===== src/rtl/tl_pkg.sv =====
// Shared TileLink definitions: A-channel opcodes and opcode helpers.
package tl_pkg;

    typedef enum logic [2:0] {
        PUT_FULL_DATA    = 3'd0,
        PUT_PARTIAL_DATA = 3'd1,
        ARITHMETIC_DATA  = 3'd2,
        LOGICAL_DATA     = 3'd3,
        GET              = 3'd4,
        INTENT           = 3'd5,
        ACQUIRE_BLOCK    = 3'd6,
        ACQUIRE_PERM     = 3'd7
    } tl_a_op_e;

    // Data-carrying A opcodes occupy 0..3, so bit 2 clear means a data payload.
    function automatic logic has_data(input logic [2:0] opcode);
        return !opcode[2];
    endfunction

endpackage


===== src/rtl/tl_rr_arbiter.sv =====
// Round-robin request picker: grants the first requester at or after ptr, wrapping.
// Purely combinational so callers decide when the pointer advances.
// Ports:
//   req      in   N      request vector
//   ptr      in   IdxW   highest-priority index this cycle
//   gnt_c    out  N      one-hot grant (zero when no request)
//   idx_c    out  IdxW   index of the granted requester
//   valid_c  out  1      any request present
module tl_rr_arbiter #(
    parameter  int unsigned N    = 4,
    localparam int unsigned IdxW = $clog2(N)
) (
    input  logic [N-1:0]    req,
    input  logic [IdxW-1:0] ptr,
    output logic [N-1:0]    gnt_c,
    output logic [IdxW-1:0] idx_c,
    output logic            valid_c
);

    int unsigned       pos;
    logic [IdxW-1:0]   cand;

    // Walk the requesters starting at ptr; the first hit wins.
    always_comb begin
        gnt_c   = '0;
        idx_c   = '0;
        valid_c = 1'b0;
        pos     = 0;
        cand    = '0;
        for (int unsigned i = 0; i < N; i++) begin
            pos = 32'(ptr) + i;
            if (pos >= N) begin
                pos = pos - N;
            end
            cand = IdxW'(pos);
            if (!valid_c && req[cand]) begin
                valid_c     = 1'b1;
                idx_c       = cand;
                gnt_c[cand] = 1'b1;
            end
        end
    end

endmodule


===== src/rtl/tl_a_burst_arbiter.sv =====
// Round-robin arbiter sharing one TileLink A channel between NumHosts requesters.
// A multi-beat burst keeps the grant until its last beat; the outgoing source is
// widened with the host index, and D responses are steered back by those bits.
// Ports:
//   clk_i, rst_i                      clock, synchronous active-high reset
//   host_a_valid/ready                per-host A handshake
//   host_a_opcode/size/source/address/data   per-host A payload, flattened
//   dev_a_valid/ready, dev_a_*        shared A channel toward the device
//   dev_d_valid/ready, dev_d_source   D response from the device
//   host_d_valid/ready                per-host D handshake
module tl_a_burst_arbiter
    import tl_pkg::*;
#(
    parameter  int unsigned NumHosts    = 4,
    parameter  int unsigned DataWidth   = 64,
    parameter  int unsigned AddrWidth   = 56,
    parameter  int unsigned SourceWidth = 4,
    parameter  int unsigned MaxSize     = 6,
    localparam int unsigned IdxW        = $clog2(NumHosts),
    localparam int unsigned SizeW       = $clog2(MaxSize + 1),
    localparam int unsigned OutSrcW     = SourceWidth + IdxW
) (
    input  logic                            clk_i,
    input  logic                            rst_i,
    input  logic [NumHosts-1:0]             host_a_valid,
    output logic [NumHosts-1:0]             host_a_ready,
    input  logic [NumHosts*3-1:0]           host_a_opcode,
    input  logic [NumHosts*SizeW-1:0]       host_a_size,
    input  logic [NumHosts*SourceWidth-1:0] host_a_source,
    input  logic [NumHosts*AddrWidth-1:0]   host_a_address,
    input  logic [NumHosts*DataWidth-1:0]   host_a_data,
    output logic                            dev_a_valid,
    input  logic                            dev_a_ready,
    output logic [2:0]                      dev_a_opcode,
    output logic [SizeW-1:0]                dev_a_size,
    output logic [OutSrcW-1:0]              dev_a_source,
    output logic [AddrWidth-1:0]            dev_a_address,
    output logic [DataWidth-1:0]            dev_a_data,
    input  logic                            dev_d_valid,
    output logic                            dev_d_ready,
    input  logic [OutSrcW-1:0]              dev_d_source,
    output logic [NumHosts-1:0]             host_d_valid,
    input  logic [NumHosts-1:0]             host_d_ready
);

    localparam int unsigned BusLg = $clog2(DataWidth / 8);
    localparam int unsigned BeatW = MaxSize + 1 - BusLg;

    typedef enum logic {ST_IDLE, ST_BURST} state_e;

    // Per-host views of the flattened payload buses.
    logic [2:0]             op_arr   [NumHosts];
    logic [SizeW-1:0]       size_arr [NumHosts];
    logic [SourceWidth-1:0] src_arr  [NumHosts];
    logic [AddrWidth-1:0]   addr_arr [NumHosts];
    logic [DataWidth-1:0]   data_arr [NumHosts];

    for (genvar h = 0; h < NumHosts; h++) begin : g_unpack
        assign op_arr[h]   = host_a_opcode[h*3 +: 3];
        assign size_arr[h] = host_a_size[h*SizeW +: SizeW];
        assign src_arr[h]  = host_a_source[h*SourceWidth +: SourceWidth];
        assign addr_arr[h] = host_a_address[h*AddrWidth +: AddrWidth];
        assign data_arr[h] = host_a_data[h*DataWidth +: DataWidth];
    end

    state_e              state_q, state_d;
    logic [IdxW-1:0]     rr_ptr_q, rr_ptr_d;
    logic [IdxW-1:0]     lock_idx_q, lock_idx_d;
    logic                hold_q, hold_d;
    logic [BeatW-1:0]    beats_left_q, beats_left_d;

    logic [NumHosts-1:0] arb_gnt;
    logic [IdxW-1:0]     arb_idx;
    logic                arb_any;

    logic                locked;
    logic [IdxW-1:0]     sel_idx;
    logic [NumHosts-1:0] sel_onehot;
    logic                sel_valid;
    logic                a_fire;
    logic [BeatW-1:0]    req_beats;

    tl_rr_arbiter #(.N(NumHosts)) u_rr (
        .req     (host_a_valid),
        .ptr     (rr_ptr_q),
        .gnt_c   (arb_gnt),
        .idx_c   (arb_idx),
        .valid_c (arb_any)
    );

    function automatic logic [IdxW-1:0] next_idx(input logic [IdxW-1:0] i);
        return (32'(i) == NumHosts - 1) ? '0 : i + IdxW'(1);
    endfunction

    // State register.
    always_ff @(posedge clk_i) begin
        if (rst_i) begin
            state_q      <= ST_IDLE;
            rr_ptr_q     <= '0;
            lock_idx_q   <= '0;
            hold_q       <= 1'b0;
            beats_left_q <= '0;
        end else begin
            state_q      <= state_d;
            rr_ptr_q     <= rr_ptr_d;
            lock_idx_q   <= lock_idx_d;
            hold_q       <= hold_d;
            beats_left_q <= beats_left_d;
        end
    end

    // Grant selection, A mux and next-state logic.
    always_comb begin
        state_d       = state_q;
        rr_ptr_d      = rr_ptr_q;
        lock_idx_d    = lock_idx_q;
        hold_d        = hold_q;
        beats_left_d  = beats_left_q;
        host_a_ready  = '0;
        req_beats     = BeatW'(1);

        // A burst, or a beat offered but not yet taken, pins the grant.
        locked     = (state_q == ST_BURST) || hold_q;
        sel_idx    = locked ? lock_idx_q : arb_idx;
        sel_onehot = locked ? (NumHosts'(1) << lock_idx_q) : arb_gnt;
        sel_valid  = (locked ? host_a_valid[lock_idx_q] : arb_any) && !rst_i;
        a_fire     = sel_valid && dev_a_ready;

        dev_a_valid   = sel_valid;
        dev_a_opcode  = op_arr[sel_idx];
        dev_a_size    = size_arr[sel_idx];
        dev_a_source  = {sel_idx, src_arr[sel_idx]};
        dev_a_address = addr_arr[sel_idx];
        dev_a_data    = data_arr[sel_idx];
        if (a_fire) begin
            host_a_ready = sel_onehot;
        end

        if (has_data(op_arr[sel_idx]) && (size_arr[sel_idx] > SizeW'(BusLg))) begin
            req_beats = BeatW'(1) << (size_arr[sel_idx] - SizeW'(BusLg));
        end

        case (state_q)
            ST_IDLE: begin
                if (a_fire) begin
                    hold_d = 1'b0;
                    if (req_beats != BeatW'(1)) begin
                        state_d      = ST_BURST;
                        lock_idx_d   = sel_idx;
                        beats_left_d = req_beats - BeatW'(1);
                    end else begin
                        rr_ptr_d = next_idx(sel_idx);
                    end
                end else if (sel_valid) begin
                    hold_d     = 1'b1;
                    lock_idx_d = sel_idx;
                end
            end
            ST_BURST: begin
                if (a_fire) begin
                    beats_left_d = beats_left_q - BeatW'(1);
                    if (beats_left_q == BeatW'(1)) begin
                        state_d  = ST_IDLE;
                        rr_ptr_d = next_idx(lock_idx_q);
                    end
                end
            end
            default: state_d = ST_IDLE;
        endcase
    end

    // D demux: the top IdxW source bits name the host.
    logic [IdxW-1:0] d_idx;
    logic            d_idx_ok;
    logic            unused_d_src;

    assign d_idx        = dev_d_source[OutSrcW-1 -: IdxW];
    assign unused_d_src = ^dev_d_source[SourceWidth-1:0];

    if ((32'd1 << IdxW) == NumHosts) begin : g_pow2_idx
        assign d_idx_ok = 1'b1;
    end else begin : g_npow2_idx
        assign d_idx_ok = (32'(d_idx) < NumHosts);
    end

    assign host_d_valid = (dev_d_valid && d_idx_ok && !rst_i) ? (NumHosts'(1) << d_idx) : '0;
    assign dev_d_ready  = d_idx_ok && !rst_i && host_d_ready[d_idx];

    a_d_idx_range: assert property (@(posedge clk_i) disable iff (rst_i) dev_d_valid |-> d_idx_ok);

endmodule


===== config.mk =====
export PLATFORM = sky130hd
export DESIGN_NAME = tl_a_burst_arbiter
export DESIGN_NICKNAME = d
export VERILOG_FILES = /design/src/rtl/tl_pkg.sv /design/src/rtl/tl_rr_arbiter.sv /design/src/rtl/tl_a_burst_arbiter.sv
export SDC_FILE = /design/constraint.sdc
export NUM_CORES = 1
export LEC_CHECK = 0
export ABC_AREA = 1
export CORE_AREA = 3 3 264 266
export CTS_BUF_LIST = sky130_fd_sc_hd__clkbuf_4
export DETAILED_ROUTE_END_ITERATION = 12
export DIE_AREA = 0 0 267 269
export PLACE_DENSITY = 0.36
export SETUP_SLACK_MARGIN = 0.02
export SLEW_MARGIN = 20
export SYNTH_ARGS = -nofsm -noshare
export SYNTH_HDL_FRONTEND = slang
export SYNTH_SLANG_ARGS = --single-unit

===== constraint.sdc =====
create_clock -name clk_i -period 6.2 [get_ports clk_i]
set_input_delay 1.24 -clock clk_i [delete_from_list [all_inputs] [get_ports clk_i]]
set_output_delay 1.24 -clock clk_i [all_outputs]
set_load 0.005 [all_outputs]

Word level (Yosys, flattened, before mapping). Index checks and enable logic that the tools add are counted.

Input port bits: 538. Word-level logic and storage cells: 152. Bits in registers: 10. Output and inout bits: 142.

Muxes and demuxes: 78. $add $sub $neg: 12. Magnitude comparators: 16. Equality and inequality tests: 10. Shift-type cells: 3. Bitwise gates (word level): 5. Reductions and logical operators: 23.

Operators by type and width (number): $bmux 64 s2 (1); $mux 64 (2); $bmux 56 s2 (1); $mux 56 (2); $mux 4 (13); $mux 2 (18); $mux 1 (21); $lt 2x3->1 const B (6); $bmux 1 s2 (6); $bmux 3 s2 (2); $ge 3x3->1 const B (4); $logic_and 1x1->1 (12); $mux 3 (4); $or 4x4->4 (3); $bmux 4 s2 (1); $demux 1 s2 (4); $ge 2x1->1 const B (4); $pmux 4 s2 (1); $shl 1x2->4 const A (2); $sub 2x1->2 const B (4); $sub 4x1->4 const B (2); $add 2x2->3 const B (2); $ne 2x1->1 const B (3); $ne 2x2->1 const B (3); other kinds (19) (26).

Longest topological paths before layout.
Depth after elaboration: 26. Depth in mapped cells: 30. Mapped depth without buffers: 27.

Hierarchy. Synthesis repeated with hierarchy kept, for this count alone.

Cell total of the unflattened synthesis: 990. Area total of the unflattened synthesis: 5047.3 um^2.

By module, submodules not included: tl_a_burst_arbiter (area each 4606.9 um^2, instances 1, seq. area each 200.2 um^2, cells an instance 916); tl_rr_arbiter (area each 440.4 um^2, instances 1, seq. area each 0.0 um^2, cells an instance 74).

Least setup slack after synthesis. Ideal clock, no wire load.

Path type: input to output. Start point: input host_a_valid[3]. End point: output dev_a_data[35]. Cell stages on the path: 15. Required time: 4.960 ns. Arrival time: 2.990 ns. Path buffers: 4. Slack: 1.970 ns. Cells stage by stage: inv_1 nand2_1 nand3_1 nand2_4 nor2_4 nand3_2 nand2_2 inv_2 nand2_4 buf_6 buf_2 buf_2 buf_1 nor2_1 o22ai_1.

Cells in the longest elaborated chain, start to end: 17. Elaborated cells on any way between the ends: 26. Classes of those cells: mux (19); bitwise (1); reduce/logical (6).

Ends and longest elaborated chain: start, declared (line tl_a_burst_arbiter.sv:25) `input logic [NumHosts-1:0] host_a_valid,`; $bmux 1 s2 (line tl_rr_arbiter.sv:36) `if (!valid_c && req[cand]) begin`; $mux 1 (implied by the code) (line tl_rr_arbiter.sv:36); $mux 1 (line tl_rr_arbiter.sv:36); $logic_not 1->1 (line tl_rr_arbiter.sv:36); $logic_and 1x1->1 (line tl_rr_arbiter.sv:36); $mux 1 (line tl_rr_arbiter.sv:36); $logic_not 1->1 (line tl_rr_arbiter.sv:36); $logic_and 1x1->1 (line tl_rr_arbiter.sv:36); $mux 1 (line tl_rr_arbiter.sv:36); $logic_not 1->1 (line tl_rr_arbiter.sv:36); $logic_and 1x1->1 (line tl_rr_arbiter.sv:36); $mux 2 * (line tl_rr_arbiter.sv:36); $mux 2 * (line tl_a_burst_arbiter.sv:124) `sel_idx = locked ? lock_idx_q : arb_idx;`; $not 2->3 (implied by the code) * (line tl_a_burst_arbiter.sv:134) `dev_a_data = data_arr[sel_idx];`; $bmux 64 s2 * (line tl_a_burst_arbiter.sv:134); $mux 64 (implied by the code) * (2 in series) (line tl_a_burst_arbiter.sv:134); end, declared (line tl_a_burst_arbiter.sv:38) `output logic [DataWidth-1:0] dev_a_data,`.

Every way passes the cells marked *; elsewhere a longest branch is shown, timed or not. The select of a mux whose other input is x is not followed.

Final worst setup path.
Start point: input host_a_valid[3]. End point: output dev_a_address[39].

Cells in the longest elaborated chain, start to end: 17. Elaborated cells on any way between the ends: 26. Classes of those cells: mux (19); bitwise (1); reduce/logical (6).

Ends and longest elaborated chain: $bmux 1 s2 (line tl_rr_arbiter.sv:36); $mux 1 (implied by the code) (line tl_rr_arbiter.sv:36); $mux 1 (line tl_rr_arbiter.sv:36); $logic_not 1->1 (line tl_rr_arbiter.sv:36); $logic_and 1x1->1 (line tl_rr_arbiter.sv:36); $mux 1 (line tl_rr_arbiter.sv:36); $logic_not 1->1 (line tl_rr_arbiter.sv:36); $logic_and 1x1->1 (line tl_rr_arbiter.sv:36); $mux 1 (line tl_rr_arbiter.sv:36); $logic_not 1->1 (line tl_rr_arbiter.sv:36); $logic_and 1x1->1 (line tl_rr_arbiter.sv:36); $mux 2 * (line tl_rr_arbiter.sv:36); $mux 2 * (line tl_a_burst_arbiter.sv:124); $not 2->3 (implied by the code) * (line tl_a_burst_arbiter.sv:133) `dev_a_address = addr_arr[sel_idx];`; $bmux 56 s2 * (line tl_a_burst_arbiter.sv:133); $mux 56 (implied by the code) * (2 in series) (line tl_a_burst_arbiter.sv:133); end, declared (line tl_a_burst_arbiter.sv:37) `output logic [AddrWidth-1:0] dev_a_address,`.

Marks and branches as above.

==> impl_metrics.csv <==
group,metric,value,unit
grt,grt_pass1_vias,10240,
floorplan,start_util,0.07651,
timing,finalSetupViolCount,0,
finish,area_growth,153.7,%
power,p_total,11.19,mW
logic_synthesis,synth-simple-area-share,0.3683,
placement,dpl.hpwl,42390,um
clocking,clk_pin_slew,0.07,ns
logic_synthesis,synth-adder-area-share,0.04132,
clocking,cts_sinks,10,
routing,drt-pass1-iter-count,5,
job,max-cap-violations,0,
clocking,cts_resized,0,
timing,fin_skew,0.004923,ns
logic_synthesis,synth_top_family_by_area,"compound AO/OA/AOI/OAI gates",
timing,worst_pin_slew,0.5371,ns
finish,stdcell_area,13060,um^2
power,ir_drop,0.4432,mV
clocking,cts_made_buffers,3,
routing,totalWireLength,50060,um
grt,grt_max_degree,70,
floorplan,dieArea,71820,um^2
logic_synthesis,synth_mux_area_frac,0,
finish,final_nets,2184,
routing,antenna_left,0,
hold_path,hp-class,"reg -> reg",
logic_synthesis,yosysTopAreaCellShare,0.2528,
grt,gr-total-overflow,0,
logic_synthesis,netlist_area,5147,um^2
clocking,cts_setup_buffers,0,
floorplan,fp.coreArea,67280,um^2
critical_path,critPathBufInv,6,
finish,drive_gt1_frac,0.05037,
grt,grt_pass1_wl,68820,um
routing,viasPerCell,3.880,
critical_path,rr_worst_depth,26,
critical_path,crit_fanout,43,
logic_synthesis,synth_cell_type_count,36,
logic_synthesis,synth_compound_area_frac,0.4409,
critical_path,end_kind,"output pin",
power,p_leak,4.702,nW
timing,slew-limit-headroom,0.6415,
timing,fin_crit,5.698,ns
critical_path,crit_type,"in -> out",
power,cellPowerDensity,856.7,nW/um^2
timing,hold_violations,0,
critical_path,worst-path-stages,15,
logic_synthesis,netlist_instances,1006,
clocking,clock_path_buffers,2,
floorplan,die_x,267,um
critical_path,start_kind,"input port",
clocking,htreeDepth,1,
timing,slew_viol_final,0,
critical_path,crit_chain,"clkdlybuf4s50_1 > inv_1 > nand2_1 > nand3_1 > nand2_4 > nor2_4 > nand3_2 > nand2_2 > inv_2 > nand2_8 > buf_12 > buf_4 > o21ai_0 > o22ai_1 > clkdlybuf4s50_1",
logic_synthesis,synth_xor_area_frac,0.003403,
clocking,cts_hold_buf,0,
outcome,outcome,"completed",
logic_synthesis,ys_seq_elements,10,
critical_path,cpMaxStageDelayCell,"clkdlybuf4s50_1",
placement,gp_congestion,0.8421,
floorplan,rows,95,
routing,drt_iter0_drc,449,
timing,timing.final.crit_share,0.9190,
clocking,worstSkewPairLatency,0.27,ns
floorplan,io_pins,680,
floorplan,die_h,269,um
critical_path,cpPeakStageDelay,0.55,ns
timing,max_freq,0.1755,GHz
timing,setup_tns,0,ns
critical_path,cp_top_family,"buffers and inverters",
finish,nFillCells,7651,
logic_synthesis,syn_area_per_cell,5.117,um^2
placement,port_buffers,675,
critical_path,cp.arrival,4.46,ns
timing,rsz0062_at_grt,"no",
routing,num_vias,9736,
hold_path,whs_path_depth,2,
logic_synthesis,yosysSeqAreaShare,0.03889,
clocking,cts_root_buf,"clkbuf_4",
timing,holdWs,0.4792,ns
critical_path,cp_common_cell,"clkdlybuf4s50_1",
logic_synthesis,yosys-top-cells-area,"o21ai_0 25%, nor2_1 20%, o22ai_1 15%, clkbuf_1 5.5%, nand2_1 5.1%",
placement,placed_area,13010,um^2
clocking,cts_tree,"yes",
grt,antenna_found_initial,18,
critical_path,worst_ep_required_time,4.96,ns
grt,grt_usage,0.1290,
logic_synthesis,yosys.area.top_type,"o21ai_0",
logic_synthesis,yosysWarnings,0,
routing,drc,0,
routing,avgRoutedWirePerCell,19.95,um
logic_synthesis,synth_nets,1561,
## cell usage in the layout (no fill, tap or decap), types with 13 or more instances in the layout
master             n
a21oi_1           13
buf_4             25
clkdlybuf4s50_1  673
ha_1              17
inv_1             41
nand2_1           70
nand2_2           13
nand3_1           33
nor2_1           273
o21ai_0          260
o22ai_1          126
## layout make-up
class                      count  area [um^2]  area share
timing repair buffer         708         7124      0.5456
multi-input combinational    859         4409      0.3376
tap                          873         1092     0.08364
sequential                    10        200.2     0.01533
inverter                      47        186.4     0.01428
clock buffer                   3        22.52    0.001725
antenna                        8        20.02    0.001533
clock inverter                 1        3.754   0.0002874
## through the flow
step	setup slack, ns	cells	utilization
after floorplan	1.970	1006	-
after global placement	0.4658	2497	0.1934
after detailed placement	0.4413	2497	0.1934
after CTS	0.4296	2501	0.1938
after global routing	0.2126	2509	0.1941
final	0.5022	2509	0.1941
## state kept, by name, summed over array words and instances (netlist names)
| signal | cells |
|---|---|
| hold_q | 1 |
| lock_idx_q | 2 |
| beats_left_q | 4 |
| state_q | 1 |
| rr_ptr_q | 2 |
## metal layers
layer,up-vias,GRT usage,routed length [um]
met3,50,0.04334,4351
met1,4468,0.1337,18040
met2,435,0.2499,26540
met4,10,0.02890,1059
met5,-,0,70
li1,4773,-,-
## cells in the mapped netlist (all sizes together)
master	number
nor2	278
o21ai	262
o22ai	126
nand2	89
clkbuf	76
inv	47
nand3	43
ha	17
a21oi	14
buf	14
dfxtp	10
nand4	7
nor3	6
a221oi	4
nand3b	4
a22oi	2
a311oi	2
a211oi	1
a31oi	1
or3	1
xnor2	1
xor2	1
## power by group
part | switching, mW | internal [mW]
sequential | 0.0444 | 0.0895
combinational | 6.03 | 4.98
clock | 0.0255 | 0.0233
## worst paths after layout
kind / from / endpoint / slack [ns]
worst max register to register: rr_ptr_q[0]$_SDFFE_PP0P_ / rr_ptr_q[1]$_SDFFE_PP0P_ / 1.59
worst max-delay path: host_a_valid[3] / dev_a_address[39] / 0.50
worst min-delay path: beats_left_q[1]$_SDFFE_PP0P_ / beats_left_q[1]$_SDFFE_PP0P_ / 0.48
worst min register to register: beats_left_q[1]$_SDFFE_PP0P_ / beats_left_q[1]$_SDFFE_PP0P_ / 0.48
## kinds of logic (layout without fill, tap and decap cells)
logic type,Yosys count,in the layout
AOI/OAI and AO/OA,412,412
and+or+nand+nor,428,428
DFF,10,10
other,0,8
buffers and inverters,137,759
adders and majority gates,17,17
xor gates and xnor gates,2,2
## worst register-to-register path, stage by stage, from the launching register on
cell	delay, ns
dfxtp_1	0.66
inv_4	0.19
ha_1	0.39
inv_1	0.11
nand3_1	0.08
nand2_1	0.13
a21oi_1	0.09
nand2_1	0.10
nand3_4	0.17
nand2_8	0.22
buf_12	0.26
nand2_1	0.12
nand3_1	0.14
nand2_2	0.09
nand2_2	0.09
inv_1	0.06
ha_1	0.21
nor2_4	0.21
nand2_2	0.10
or3_1	0.36
ha_1	0.27
nand3_2	0.13
nand2_2	0.07
nand3_1	0.11
nand2_1	0.06
inv_1	0.06
nor2_1	0.04
Note: power is estimated with default switching activity, not from simulation.
==> RTL change 1, RTL diff (same flow settings) <==
Set the parameter `MaxSize` to 7 (it was 6).
--- a/src/rtl/tl_a_burst_arbiter.sv
+++ b/src/rtl/tl_a_burst_arbiter.sv
@@ -15,7 +15,7 @@
     parameter  int unsigned DataWidth   = 64,
     parameter  int unsigned AddrWidth   = 56,
     parameter  int unsigned SourceWidth = 4,
-    parameter  int unsigned MaxSize     = 6,
+    parameter  int unsigned MaxSize     = 7,
     localparam int unsigned IdxW        = $clog2(NumHosts),
     localparam int unsigned SizeW       = $clog2(MaxSize + 1),
     localparam int unsigned OutSrcW     = SourceWidth + IdxW
Check against the original RTL: no difference found for any inputs over 4 cycles, from zero or initial values and one cycle with rst_i high; that may be too few to reach the edited logic, so the function may still have changed.
==> RTL change 1 against the unedited design <==
Wire length grew 3.5%; die area is the same; sequential power up 5%; utilization hardly changed; setup slack better by 0.061 ns; synthesized cell count is 0.40% higher; total power grew 0.68%; sequential cell count grew 1; design area about the same; area after synthesis is 0.51% lower.
==> RTL change 1: results <==
metrics = {
    "outcome": {
        "status": "complete, no violations",
    },
    "global_routing": {
        "grt_util_all_layers_pct": 13.3,
        "grt_pass1_vias": 10000,
        "grt_first_pass_wirelength_mm": 70.2,
        "use_met3_pct": 3.80,
        "grt_use_met2_pct": 25.0,
        "grtUsageMet1_pct": 15.0,
    },
    "route": {
        "wl_met1_mm": 19.9,
        "drt_iter0_markers": 491,
        "drt-total-wl_mm": 51.8,
    },
    "setup_path": {
        "ff2ff_path_depth": 28,
        "path_max_fanout": 29,
        "cp.arrival_ns": 4.40,
    },
    "cells_and_area": {
        "reg.largest.list": "beats_left_q (5), lock_idx_q (2), rr_ptr_q (2)",
        "drive_gt1_share_pct": 4.90,
        "final_nets": 2187,
        "fill_cells": 7619,
    },
    "synth": {
        "yosys.cell_types.count": 35,
        "synth_common_cells": "nor2_1, o21ai_0, o22ai_1, clkbuf_1, nand2_1",
        "synthAdderAreaFrac_pct": 3.91,
        "synth_nets": 1564,
        "synthTopCellsByArea": "o21ai_0, nor2_1, o22ai_1",
    },
    "place": {
        "dp_slack_ns": 0.523,
        "gp_congestion": 0.879,
        "place_area_sq_mm": 0.0130,
        "dpl.hpwl_mm": 43.9,
    },
    "power_and_ir_drop": {
        "p_leak_nw": 4.72,
    },
    "sta": {
        "worst_pin_slew_ns": 0.542,
        "fin_skew_ns": 0.00403,
    },
}
## RTL change 1: changes by cell type in the layout (fill, tap and decap cells not counted), sizes merged, moves of 2 or more
cell,unedited run,this run
inv,47,43
nand2,89,94
nand3,43,45
nand4,7,0
nor3,6,3
nor2,278,287
nand3b,4,6
## RTL change 1: per-stage QoR
step	utilization [%]	hold slack (ns)	std cells	power, mW
finish	19.4	0.526	2513	11.3
global route	19.4	0.555	2512	12.4
CTS	19.4	0.525	2505	11.5
detailed placement	19.3	0.508	2501	11.4
global placement	19.3	0.498	2501	11.4
floorplan	-	0.466	1010	5.18
## RTL change 1: worst paths after layout
path	startpoint	end	slack (ns)
min	lock_idx_q[1]	lock_idx_q[1]	0.53
max reg2reg	rr_ptr_q[1]	beats_left_q[2]	1.52
max	host_a_valid[0]	dev_a_address[11]	0.56
min reg2reg	lock_idx_q[1]	lock_idx_q[1]	0.53
## RTL change 1: final cells by class
class / instances / area (sq um) / share of cell area, %
flip-flops and latches: 11 / 220 / 1.69
well taps: 873 / 1090 / 8.36
repair buffers: 707 / 7130 / 54.5
diodes: 8 / 20.0 / 0.153
multi-input cells: 866 / 4400 / 33.7
inverters: 44 / 178 / 1.36
clock buffers: 4 / 30.0 / 0.230
## RTL change 1: cell families after synthesis
group | Yosys count
xor gates and xnor gates | 1
buffers and inverters | 133
AOI/OAI and AO/OA | 414
and+or+nand+nor | 435
adders and majority gates | 16
DFF | 11
## RTL change 1: power breakdown
group          switching (mW)  leakage (nW)  internal (mW)  total, mW
Sequential             0.0404        0.0899          0.101      0.141
Combinational            6.06          4.61           5.01       11.1
Clock                  0.0262        0.0185         0.0293     0.0554
Total                    6.12          4.72           5.14       11.3
==> RTL change 2, RTL diff (same flow settings) <==
Without the edit above. Reset style: asynchronous (`rst_i`), changed in one clocked block. Comments in the files are not updated.
--- a/src/rtl/tl_a_burst_arbiter.sv
+++ b/src/rtl/tl_a_burst_arbiter.sv
@@ -93,7 +93,7 @@
     endfunction
 
     // State register.
-    always_ff @(posedge clk_i) begin
+    always_ff @(posedge clk_i or posedge rst_i) begin
         if (rst_i) begin
             state_q      <= ST_IDLE;
             rr_ptr_q     <= '0;
Check against the original RTL: differs if rst_i is asserted again (counterexample within 4 cycles, from zero or initial values and one cycle with rst_i high); with rst_i held inactive, the same outputs for 4 cycles.
==> RTL change 2 against the unedited design <==
Wire length shrank 4.5%; combinational power shrank 22%; largest cell class unchanged; design area grew 0.43%; setup slack gained 0.10 ns; total power shrank 22%; sequential cell count is the same; maximum frequency grew 1.8%; hold slack gained 0.040 ns; area after synthesis shrank 0.46%.
==> RTL change 2: results <==
metrics = {
    "cells_and_area": {
        "drive_gt1_share_pct": 4.89,
        "area_growth_pct": 156,
        "final_nets": 2173,
        "fill_cells": 7663,
    },
    "place": {
        "dpl.hpwl_mm": 40.1,
        "dpl.cell_count": 2486,
        "place_area_sq_mm": 0.0131,
        "gp_congestion": 0.839,
        "dp_slack_ns": 0.604,
    },
    "route": {
        "wl_per_cell_um": 19.1,
        "vias": 9571,
        "drt-total-wl_mm": 47.8,
        "drtPass1Iterations": 4,
        "drt_iter0_markers": 465,
    },
    "global_routing": {
        "antenna_found_initial": 17,
        "grt_first_pass_wirelength_mm": 66.2,
        "grt_pass1_vias": 9947,
        "grt_util_all_layers_pct": 12.2,
        "grt_start_max_net_pins": 73,
    },
    "synth": {
        "yosys_warnings": 0,
        "synth_common_cells": "nor2_1, o21ai_0, o22ai_1, clkbuf_1, nand2_1",
        "async_flop_share_pct": 100,
        "syn_inst": 997,
        "synthFlopType": "dfrtp_1",
        "ys_seq_area_share_pct": 4.88,
        "synthTopCellsByArea": "o21ai_0, nor2_1, o22ai_1",
        "yosys.cell_types.count": 37,
        "synth_nets": 1552,
    },
    "setup_path": {
        "r2r_start": "rr_ptr_q[0]",
        "r2r_end": "beats_left_q[1]",
        "ff2ff_path_depth": 25,
        "crit_end": "dev_a_data[40]",
        "path_max_fanout": 49,
        "cp.arrival_ns": 4.35,
        "startpoint": "host_a_valid[0]",
    },
    "clocking": {
        "numCtsBuffers": 3,
        "clk_latency_ns": 0.27,
        "cts_setup_buffers": 0,
        "htreeDepth": 1,
    },
    "sta": {
        "worst_pin_slew_ns": 0.910,
        "fin_skew_ns": 0.00205,
        "whs_ns": 0.519,
        "max_freq_ghz": 0.179,
    },
    "outcome": {
        "status": "complete, no violations",
    },
    "power_and_ir_drop": {
        "vdd_drop_max_uv": 263,
        "p_leak_nw": 4.76,
    },
    "min_path": {
        "min_path_type": "flop to flop",
    },
}
## RTL change 2: cells by family (layout without fill, tap and decap cells)
logic type / after synthesis / in the layout / synth area share (%)
buf+inv: 141 / 761 / 11.2
simple gates: 412 / 412 / 34.8
flops: 10 / 10 / 4.88
compound gates: 415 / 415 / 44.6
mux: 1 / 1 / 0.220
other cells: 0 / 9 / 0
fa+ha+maj: 17 / 17 / 4.15
xor+xnor: 1 / 1 / 0.171
## RTL change 2: area by class of cell
cell class	count	area share (%)
Antenna cell	9	0.172
Tap cell	873	8.33
Multi-Input combinational cell	846	33.0
Timing Repair Buffer	707	54.9
Clock buffer	3	0.172
Sequential cell	10	1.91
Inverter	50	1.56
Clock inverter	1	0.0286
## RTL change 2: worst min-delay path by stage
stage,depth (start not counted),startpoint,to
5_1_grt,1,hold_q,hold_q
3_5_place_dp,1,hold_q,hold_q
3_3_place_gp,2,beats_left_q[1],beats_left_q[1]
4_1_cts,1,hold_q,hold_q
6_report,1,hold_q,hold_q
2_1_floorplan,2,beats_left_q[1],beats_left_q[1]
## RTL change 2: critical path, stage by stage
cell	delay [ns]
clkdlybuf4s50_1	0.56
nand2_1	0.10
nand2_1	0.13
nand2_1	0.05
nand2_1	0.10
nand4_2	0.17
nand3_1	0.13
nand3_2	0.17
nand2_8	0.19
buf_12	0.22
buf_4	0.32
o21ai_0	0.12
o22ai_1	0.23
clkdlybuf4s50_1	0.55
## RTL change 2: power by group
part / total (mW) / switching (mW) / internal, mW
Clock: 0.0482 / 0.0250 / 0.0233
Sequential: 0.152 / 0.0559 / 0.0958
Combinational: 8.53 / 4.50 / 4.03
## RTL change 2: routing by layer
metal / vias to the layer above / track usage [%] / wire length [um]
met4: 6 / 2.27 / 867
met1: 4343 / 13.4 / 17800
met2: 442 / 23.3 / 25100
met5: - / 0 / 34
met3: 38 / 3.77 / 4060
li1: 4742 / - / -
